## config.mk

```make
export PLATFORM = sky130hd
export DESIGN_NAME = mul2_seq_ctrl
export DESIGN_NICKNAME = d
export VERILOG_FILES = /design/src/rtl/mul2_seq_ctrl.sv
export SDC_FILE = /design/constraint.sdc
export NUM_CORES = 1
export LEC_CHECK = 0
export ABC_AREA = 1
export CORE_AREA = 2 2 94 96
export CTS_BUF_LIST = sky130_fd_sc_hd__clkbuf_4 sky130_fd_sc_hd__clkbuf_8 sky130_fd_sc_hd__clkbuf_16
export CTS_CLUSTER_SIZE = 10
export DETAILED_ROUTE_END_ITERATION = 16
export DIE_AREA = 0 0 96 98
export PLACE_DENSITY = 0.67
export SYNTH_ARGS = -nofsm -noshare
export SYNTH_HDL_FRONTEND = slang
export SYNTH_HIERARCHICAL = 1
export SYNTH_SLANG_ARGS = --single-unit
export TNS_END_PERCENT = 10
```

## constraint.sdc

```tcl
create_clock -name clk -period 4.2 [get_ports clk]
set_clock_uncertainty 0.15 [all_clocks]
set_input_delay 0.42 -clock clk [delete_from_list [all_inputs] [get_ports clk]]
set_output_delay 0.42 -clock clk [all_outputs]
set_load 0.02 [all_outputs]
```

## src/rtl/mul2_seq_ctrl.sv

```systemverilog
// Wide unsigned multiplier built by sequencing one 2x2 multiplier cell over all digit pairs,
// shared round-robin between two requesters, with a valid/ready result channel.
`timescale 1ns/1ps

module mul2_cell (
  input  logic [1:0] a,
  input  logic [1:0] b,
  output logic [3:0] p
);
  assign p = {2'b00, a} * {2'b00, b};
endmodule

module mul2_seq_ctrl #(
  parameter int WIDTH = 8  // even, >= 2
) (
  input  logic               clk,
  input  logic               rst_n,
  input  logic [1:0]         in_valid,
  output logic [1:0]         in_ready,
  input  logic [WIDTH-1:0]   req0_a,
  input  logic [WIDTH-1:0]   req0_b,
  input  logic [WIDTH-1:0]   req1_a,
  input  logic [WIDTH-1:0]   req1_b,
  output logic               out_valid,
  input  logic               out_ready,
  output logic [2*WIDTH-1:0] out_data,
  output logic               out_id
);

  localparam int N  = WIDTH / 2;
  localparam int IW = (N > 1) ? $clog2(N) : 1;
  localparam int AW = 2 * WIDTH;
  localparam logic [IW-1:0] LAST = IW'(N - 1);

  typedef enum logic [1:0] {IDLE, RUN, DONE} state_t;

  state_t            state;
  logic [WIDTH-1:0]  op_a;
  logic [WIDTH-1:0]  op_b;
  logic [AW-1:0]     acc;
  logic [IW-1:0]     i;
  logic [IW-1:0]     j;
  logic              grant;
  logic              last_grant;

  logic              grant_next;
  logic [1:0]        dig_a;
  logic [1:0]        dig_b;
  logic [3:0]        pp;
  logic [IW:0]       pos;
  logic [AW-1:0]     partial;
  logic [AW-1:0]     acc_sum;

  // The requester not served last wins a tie; a lone requester always wins.
  assign grant_next = (in_valid == 2'b11) ? ~last_grant : in_valid[1];

  always_comb begin
    // NOTE: every always_comb output gets a default first so no path can infer a latch.
    in_ready = 2'b00;
    if (rst_n && state == IDLE && |in_valid)
      in_ready = grant_next ? 2'b10 : 2'b01;
  end

  assign dig_a = op_a[{i, 1'b0} +: 2];
  assign dig_b = op_b[{j, 1'b0} +: 2];

  mul2_cell u_cell (
    .a (dig_a),
    .b (dig_b),
    .p (pp)
  );

  // Digit pair (i, j) carries weight 4^(i+j).
  assign pos     = {1'b0, i} + {1'b0, j};
  assign partial = AW'(pp) << {pos, 1'b0};
  assign acc_sum = acc + partial;

  // NOTE: sequential state uses non-blocking assignments so every register samples pre-edge values.
  always_ff @(posedge clk or negedge rst_n) begin
    if (!rst_n) begin
      // NOTE: operand and accumulator registers are reset too, so outputs never expose stale data.
      state      <= IDLE;
      op_a       <= '0;
      op_b       <= '0;
      acc        <= '0;
      i          <= '0;
      j          <= '0;
      grant      <= 1'b0;
      last_grant <= 1'b1;
      out_valid  <= 1'b0;
      out_data   <= '0;
      out_id     <= 1'b0;
    end else begin
      case (state)
        IDLE: begin
          if (|in_valid) begin
            op_a  <= grant_next ? req1_a : req0_a;
            op_b  <= grant_next ? req1_b : req0_b;
            acc   <= '0;
            i     <= '0;
            j     <= '0;
            grant <= grant_next;
            state <= RUN;
          end
        end
        RUN: begin
          acc <= acc_sum;
          if (j == LAST) begin
            j <= '0;
            i <= i + 1'b1;
          end else begin
            j <= j + 1'b1;
          end
          if (i == LAST && j == LAST) begin
            i         <= '0;
            state     <= DONE;
            out_valid <= 1'b1;
            out_data  <= acc_sum;
            out_id    <= grant;
          end
        end
        DONE: begin
          if (out_ready) begin
            state      <= IDLE;
            last_grant <= grant;
            out_valid  <= 1'b0;
          end
        end
        default: state <= IDLE;
      endcase
    end
  end

endmodule
```

==> impl_metrics.yaml, run 1 <==
status:
  outcome: "completed"
global_routing:
  grt_pass1_vias: 3277
  grt_max_degree: 59
  grt_use_total: 0.200
  antenna_found_initial: 0
  globalRouteOverflowTotal: 0
  grt_pass1_wl_um: 14800
synthesis:
  synthArstFlopShare: 1.00
  syn_avg_cell_area_um2: 7.26
  synth_top_family_by_area: "simple AND/OR/NAND/NOR gates"
  syn_area_um2: 3670
  netlist_instances: 506
  synth_edf_count: 0
  synth_fa_ha_area_frac: 0.0790
  yosysUniqueCellTypes: 33
  yosysSeqAreaShare: 0.396
  synth_compound_area_frac: 0.116
  synthMuxAreaShare: 0.00273
  synth_top_flop_cell: "dfrtp_1"
  synthSimpleGateAreaFrac: 0.313
  synthXorXnorAreaFrac: 0.00954
  synth_warnings: 6
  synth_seq_cells: 58
  syn_nets: 565
layout:
  drive_gt1_frac: 0.0545
  antenna_cells: 0
  final_cell_mix: "nand2_1 (169), dfrtp_1 (57), inv_1 (56)"
  layout.nets: 623
  syn_to_final_growth_pct: 22.1
  final_common_cell: "nand2_1"
clocking:
  htree_levels: 3
  cts.sinks: 58
  post_cts_buffers: 0
  clock_path_buffers: 2
  numCtsBuffers: 9
  cts-root-buf: "clkbuf_8"
  cts_tree: "built"
  cts_hold_buffers: 0
  clk_latency_ns: 0.34
  cts_resized: 0
  cts.clk_slew.worst_paths_ns: 0.07
drt:
  ant_nets: 0
  drt_wl_total_um: 8710
  vias: 3315
  routed_via_density: 4.90
  first_pass_iters: 4
  drt_iter0_drc: 142
  wl_per_cell_um: 12.9
  drc: 0
power:
  p_per_area_nw_per_um2: 763
  peakVddDrop_mv: 0.267
  power_mw: 3.42
  leakage_nw: 2.32
sta:
  slew_viol_final: 0
  slew-limit-headroom: 0.522
  worst_pin_slew_ns: 0.717
  holdWs_ns: 0.137
  fmax_mhz: 281
  tns_ns: 0
  setup_violations: 0
  rsz0062_at_grt: "no"
  hold_violations: 0
  final.period_utilization: 0.847
  period_minus_slack_ns: 3.56
place:
  portBuffers: 56
  dp_hpwl_um: 6700
  gp_congestion: 0.928
critical_path:
  critPathRequiredTime_ns: 4.33
  crit_path_start_kind: "flop"
  critical_path_class: "reg -> reg"
  path_max_fanout: 7
  end_kind: "flop"
  arrival_ns: 3.68
run:
  maxCapViolCount: 0
floorplanning:
  core_area_um2: 8470
  ios: 57
  row_count: 34
  start_util: 0.434
  die_area_um2: 9410
  die_w_um: 96
  die_y_um: 98
worst_hold_path:
  hp-class: "in -> async"
cell usage after synthesis (3+ instances only):
cell type	count	area share
nand3b_1	3	0.0061
ha_1	20	0.068
o21ai_1	23	0.031
nor2_8	3	0.016
nor2_1	48	0.049
nand3_1	30	0.041
buf_6	4	0.012
a21oi_1	8	0.011
nand2_1	169	0.17
dfrtp_1	57	0.39
inv_4	3	0.0051
nor3_1	7	0.0095
inv_1	56	0.057
o21ai_0	39	0.053
o22ai_1	6	0.010
buf_2	3	0.0041
xnor2_1	3	0.0072
power by group:
group / internal, mW / switching (mW) / total (mW) / leakage (nW)
Clock: 0.260 / 0.230 / 0.490 / 0.0944
Combinational: 0.722 / 1.23 / 1.96 / 1.49
Sequential: 0.815 / 0.161 / 0.976 / 0.730
per-stage QoR:
stage | cells | worst slack, ns | instance area, um^2 | util
final | 677 | 0.642 | 4490 | 0.530
after global routing | 677 | 0.298 | 4490 | 0.530
after CTS | 677 | 0.657 | 4490 | 0.530
after detailed placement | 661 | 0.725 | 4300 | 0.507
after floorplan | 506 | 1.27 | 3670 | -
after global placement | 661 | 0.838 | 4300 | 0.507
final cells by class:
class | count | area [um^2]
fill | 806 | 3980
inverter | 60 | 233
clock buffer | 12 | 165
multi-input combinational | 378 | 1910
clock inverter | 4 | 25.0
tap | 108 | 135
timing repair buffer | 57 | 563
sequential | 58 | 1450
cells by family (layout without fill, tap and decap cells):
| family | Yosys count | after routing |
|---|---|---|
| compound gates | 80 | 80 |
| mux | 1 | 1 |
| buf+inv | 70 | 133 |
| simple gates | 271 | 271 |
| xor+xnor | 4 | 4 |
| flops | 58 | 58 |
| fa+ha+maj | 22 | 22 |
final timing paths:
check | end | start | cells past startpoint | slack [ns]
worst min register to register | out_data[9] | out_data[9] | 2 | 0.33
max in group asynchronous | acc[10] | rst_n | 2 | 3.28
worst min-delay path | out_data[7] | rst_n | 2 | 0.14
worst max register to register | out_data[8] | i[0] | 19 | 0.64
worst max-delay path | out_data[8] | i[0] | 19 | 0.64
min in group clk | out_data[9] | out_data[9] | 2 | 0.33
critical path, stage by stage (launching register included):
cell and delay [ns]:
dfrtp_1 0.44, inv_1 0.18, o21ai_0 0.10, o22ai_1 0.20, nand2_1 0.09, inv_1 0.06, ha_1 0.14, ha_1 0.16
inv_1 0.05, o21ai_0 0.35, nand2_1 0.12, nor2_1 0.17, ha_1 0.28, or2_1 0.23, and2_1 0.21, nand2_1 0.07
nand2_1 0.07, xor2_1 0.25, nand2_1 0.09, nand2_1 0.07
sequential cells by signal, summed over array words and instances, names as in the netlist:
name and cells:
last_grant 1, state 2, acc 16, op_b 8, out_id 1, op_a 8, out_valid 1, grant 1
out_data 16, j 2, i 2
layer usage:
metal	vias to the layer above	track usage	wire length, um
li1	1742	-	-
met2	97	0.335	4200
met5	-	0	0
met3	12	0.0370	460
met4	0	0.0692	137
met1	1464	0.257	3910
No activity file was read; power rests on OpenSTA's default activity.
==> run 2: changes to the inputs <==
PLACE_DENSITY = 0.7   (was 0.67)
clock period = 3.2 ns   (was 4.2 ns; I/O delays follow)
==> run 2 against run 1 <==
  * Clock-buffer cell count is 2 lower
  * Highest routed layer unchanged
  * Combinational power increased by 63%
  * Routed wire length rose by 6.5%
  * Largest power group unchanged
==> impl_metrics.yaml, run 2 (synthesized netlist as in run 1, its figures left out) <==
status:
  outcome: "completed"
sta:
  final.period_utilization: 0.975
  slew_viol_final: 0
  hold_violations: 0
  holdWs_ns: 0.0140
  rsz0062_at_grt: "yes"
  period_minus_slack_ns: 3.12
  worst_pin_slew_ns: 0.712
  tns_ns: 0
  fmax_mhz: 321
  setup_violations: 0
  slew-limit-headroom: 0.525
layout:
  syn_to_final_growth_pct: 33.4
  final_common_cell: "nand2_1"
  layout.nets: 635
  reg.largest.list: "acc (16), out_data (16)"
  final_util: 0.579
  fillers: 757
  multi_input_area_um2: 2220
  regArea_um2: 1460
  final_area_um2: 4900
  fin_cells: 688
  drive_gt1_frac: 0.203
  antenna_cells: 0
  final_cell_mix: "nand2_1 (143), dfrtp_1 (55), clkdlybuf4s50_1 (55)"
critical_path:
  critical_path_class: "reg -> reg"
  crit_path_start_kind: "flop"
  crit_chain: "ha_2 > inv_1 > fa_2 > inv_4 > nor2_1 > a31oi_1 > nor2_1 > ha_1 > nand2_2 > inv_1 > a21oi_2 > nand2_2 > nand2_2 > nand2_2 > nand2_2 > nand3_2 > nand2_2"
  path_max_fanout: 7
  arrival_ns: 3.26
  cpPeakStageDelay_ns: 0.50
  crit_slowest_cell: "fa_2"
  critPathRequiredTime_ns: 3.34
  worst_path_most_repeated_cell: "nand2_2"
  end_kind: "flop"
place:
  portBuffers: 56
  post_dp_cell_area_um2: 4340
  placed_cells: 667
  gp_congestion: 0.955
  dp_hpwl_um: 6680
run:
  maxCapViolCount: 0
power:
  leakage_nw: 2.41
  peakVddDrop_mv: 0.417
  p_per_area_nw_per_um2: 1060
drt:
  routed_via_density: 5.01
  ant_nets: 0
  drt_wl_total_um: 9270
  drt_iter0_drc: 137
  vias: 3448
  wl_per_cell_um: 13.5
  drc: 0
  first_pass_iters: 4
  route.met2.wl_um: 4640
  routed.top_layer: "met4"
  wl_met3_um: 415
  drt-met1-wl_um: 4060
clocking:
  cts.clk_slew.worst_paths_ns: 0.07
  cts.sinks: 58
  cts-root-buf: "clkbuf_8"
  htree_levels: 3
  cts_tree: "built"
  clock_path_buffers: 2
  clk_latency_ns: 0.35
  numCtsBuffers: 9
floorplanning:
  core_area_um2: 8470
  die_y_um: 98
  start_util: 0.434
  die_area_um2: 9410
  row_count: 34
  die_w_um: 96
  ios: 57
global_routing:
  grt_use_total: 0.198
  antenna_found_initial: 0
  grt_pass1_vias: 3208
  grt_max_degree: 59
  globalRouteOverflowTotal: 0
  grt_pass1_wl_um: 14600
worst_hold_path:
  hp-class: "in -> async"
run 2: cell types whose count changed in the layout (fill, tap and decap cells not counted), moves of 6 or more:
cell	delta
nand2_1	-26
nand2_2	+24
buf_4	+12
o21ai_0	-10
nand3_1	-8
nand3_2	+8
nor2_1	-8
ha_1	-7
nor2_2	+6
run 2: routing by layer:
layer | vias up | track usage
met3 | 16 | 0.0486
met1 | 1583 | 0.255
li1 | 1766 | -
met5 | - | 0
met2 | 83 | 0.319
met4 | 0 | 0.0747
run 2: worst paths after layout:
path | startpoint | end | slack (ns) | depth (start not counted)
max | i[0] | out_data[11] | 0.08 | 17
min | rst_n | out_data[0] | 0.01 | 2
max reg2reg | i[0] | out_data[11] | 0.08 | 17
min reg2reg | out_data[13] | out_data[13] | 0.33 | 2
max in group asynchronous | rst_n | j[0] | 2.37 | 2
min in group clk | out_data[13] | out_data[13] | 0.33 | 2
run 2: what timing repair did:
action	4_1_cts	5_1_grt
hold endpoints to repair	0	0
hold buffers	0	0
pin swaps	0	29
resized for setup	5	92
setup buffers	0	6
endpoints found under the setup margin	21	26
run 2: worst max-delay path: cells and delay by family, from the launching register on:
| family | cells | cell delay, ns |
|---|---|---|
| adders and majority gates | 3 | 1.07 |
| and+or+nand+nor | 9 | 0.77 |
| buffers and inverters | 3 | 0.27 |
| AOI/OAI and AO/OA | 2 | 0.33 |
| DFF | 1 | 0.48 |
run 2: power breakdown:
| part | internal, mW | switching (mW) |
|---|---|---|
| Combinational | 1.29 | 1.91 |
| Sequential | 1.07 | 0.247 |
| Clock | 0.362 | 0.305 |
run 2: area by class of cell:
| cell class | count | share of cell area |
|---|---|---|
| Inverter | 60 | 0.0496 |
| Tap cell | 108 | 0.0276 |
| Clock inverter | 5 | 0.0115 |
| Multi-Input combinational cell | 378 | 0.454 |
| Timing Repair Buffer | 69 | 0.133 |
| Sequential cell | 58 | 0.297 |
| Clock buffer | 10 | 0.0268 |
run 2: per-stage QoR:
stage               power [mW]  worst slack, ns
floorplan                 3.15            0.270
finish                    5.19           0.0803
CTS                       4.61          -0.0210
global route              5.63           -0.162
global placement          3.84          -0.0345
detailed placement        3.91           -0.114
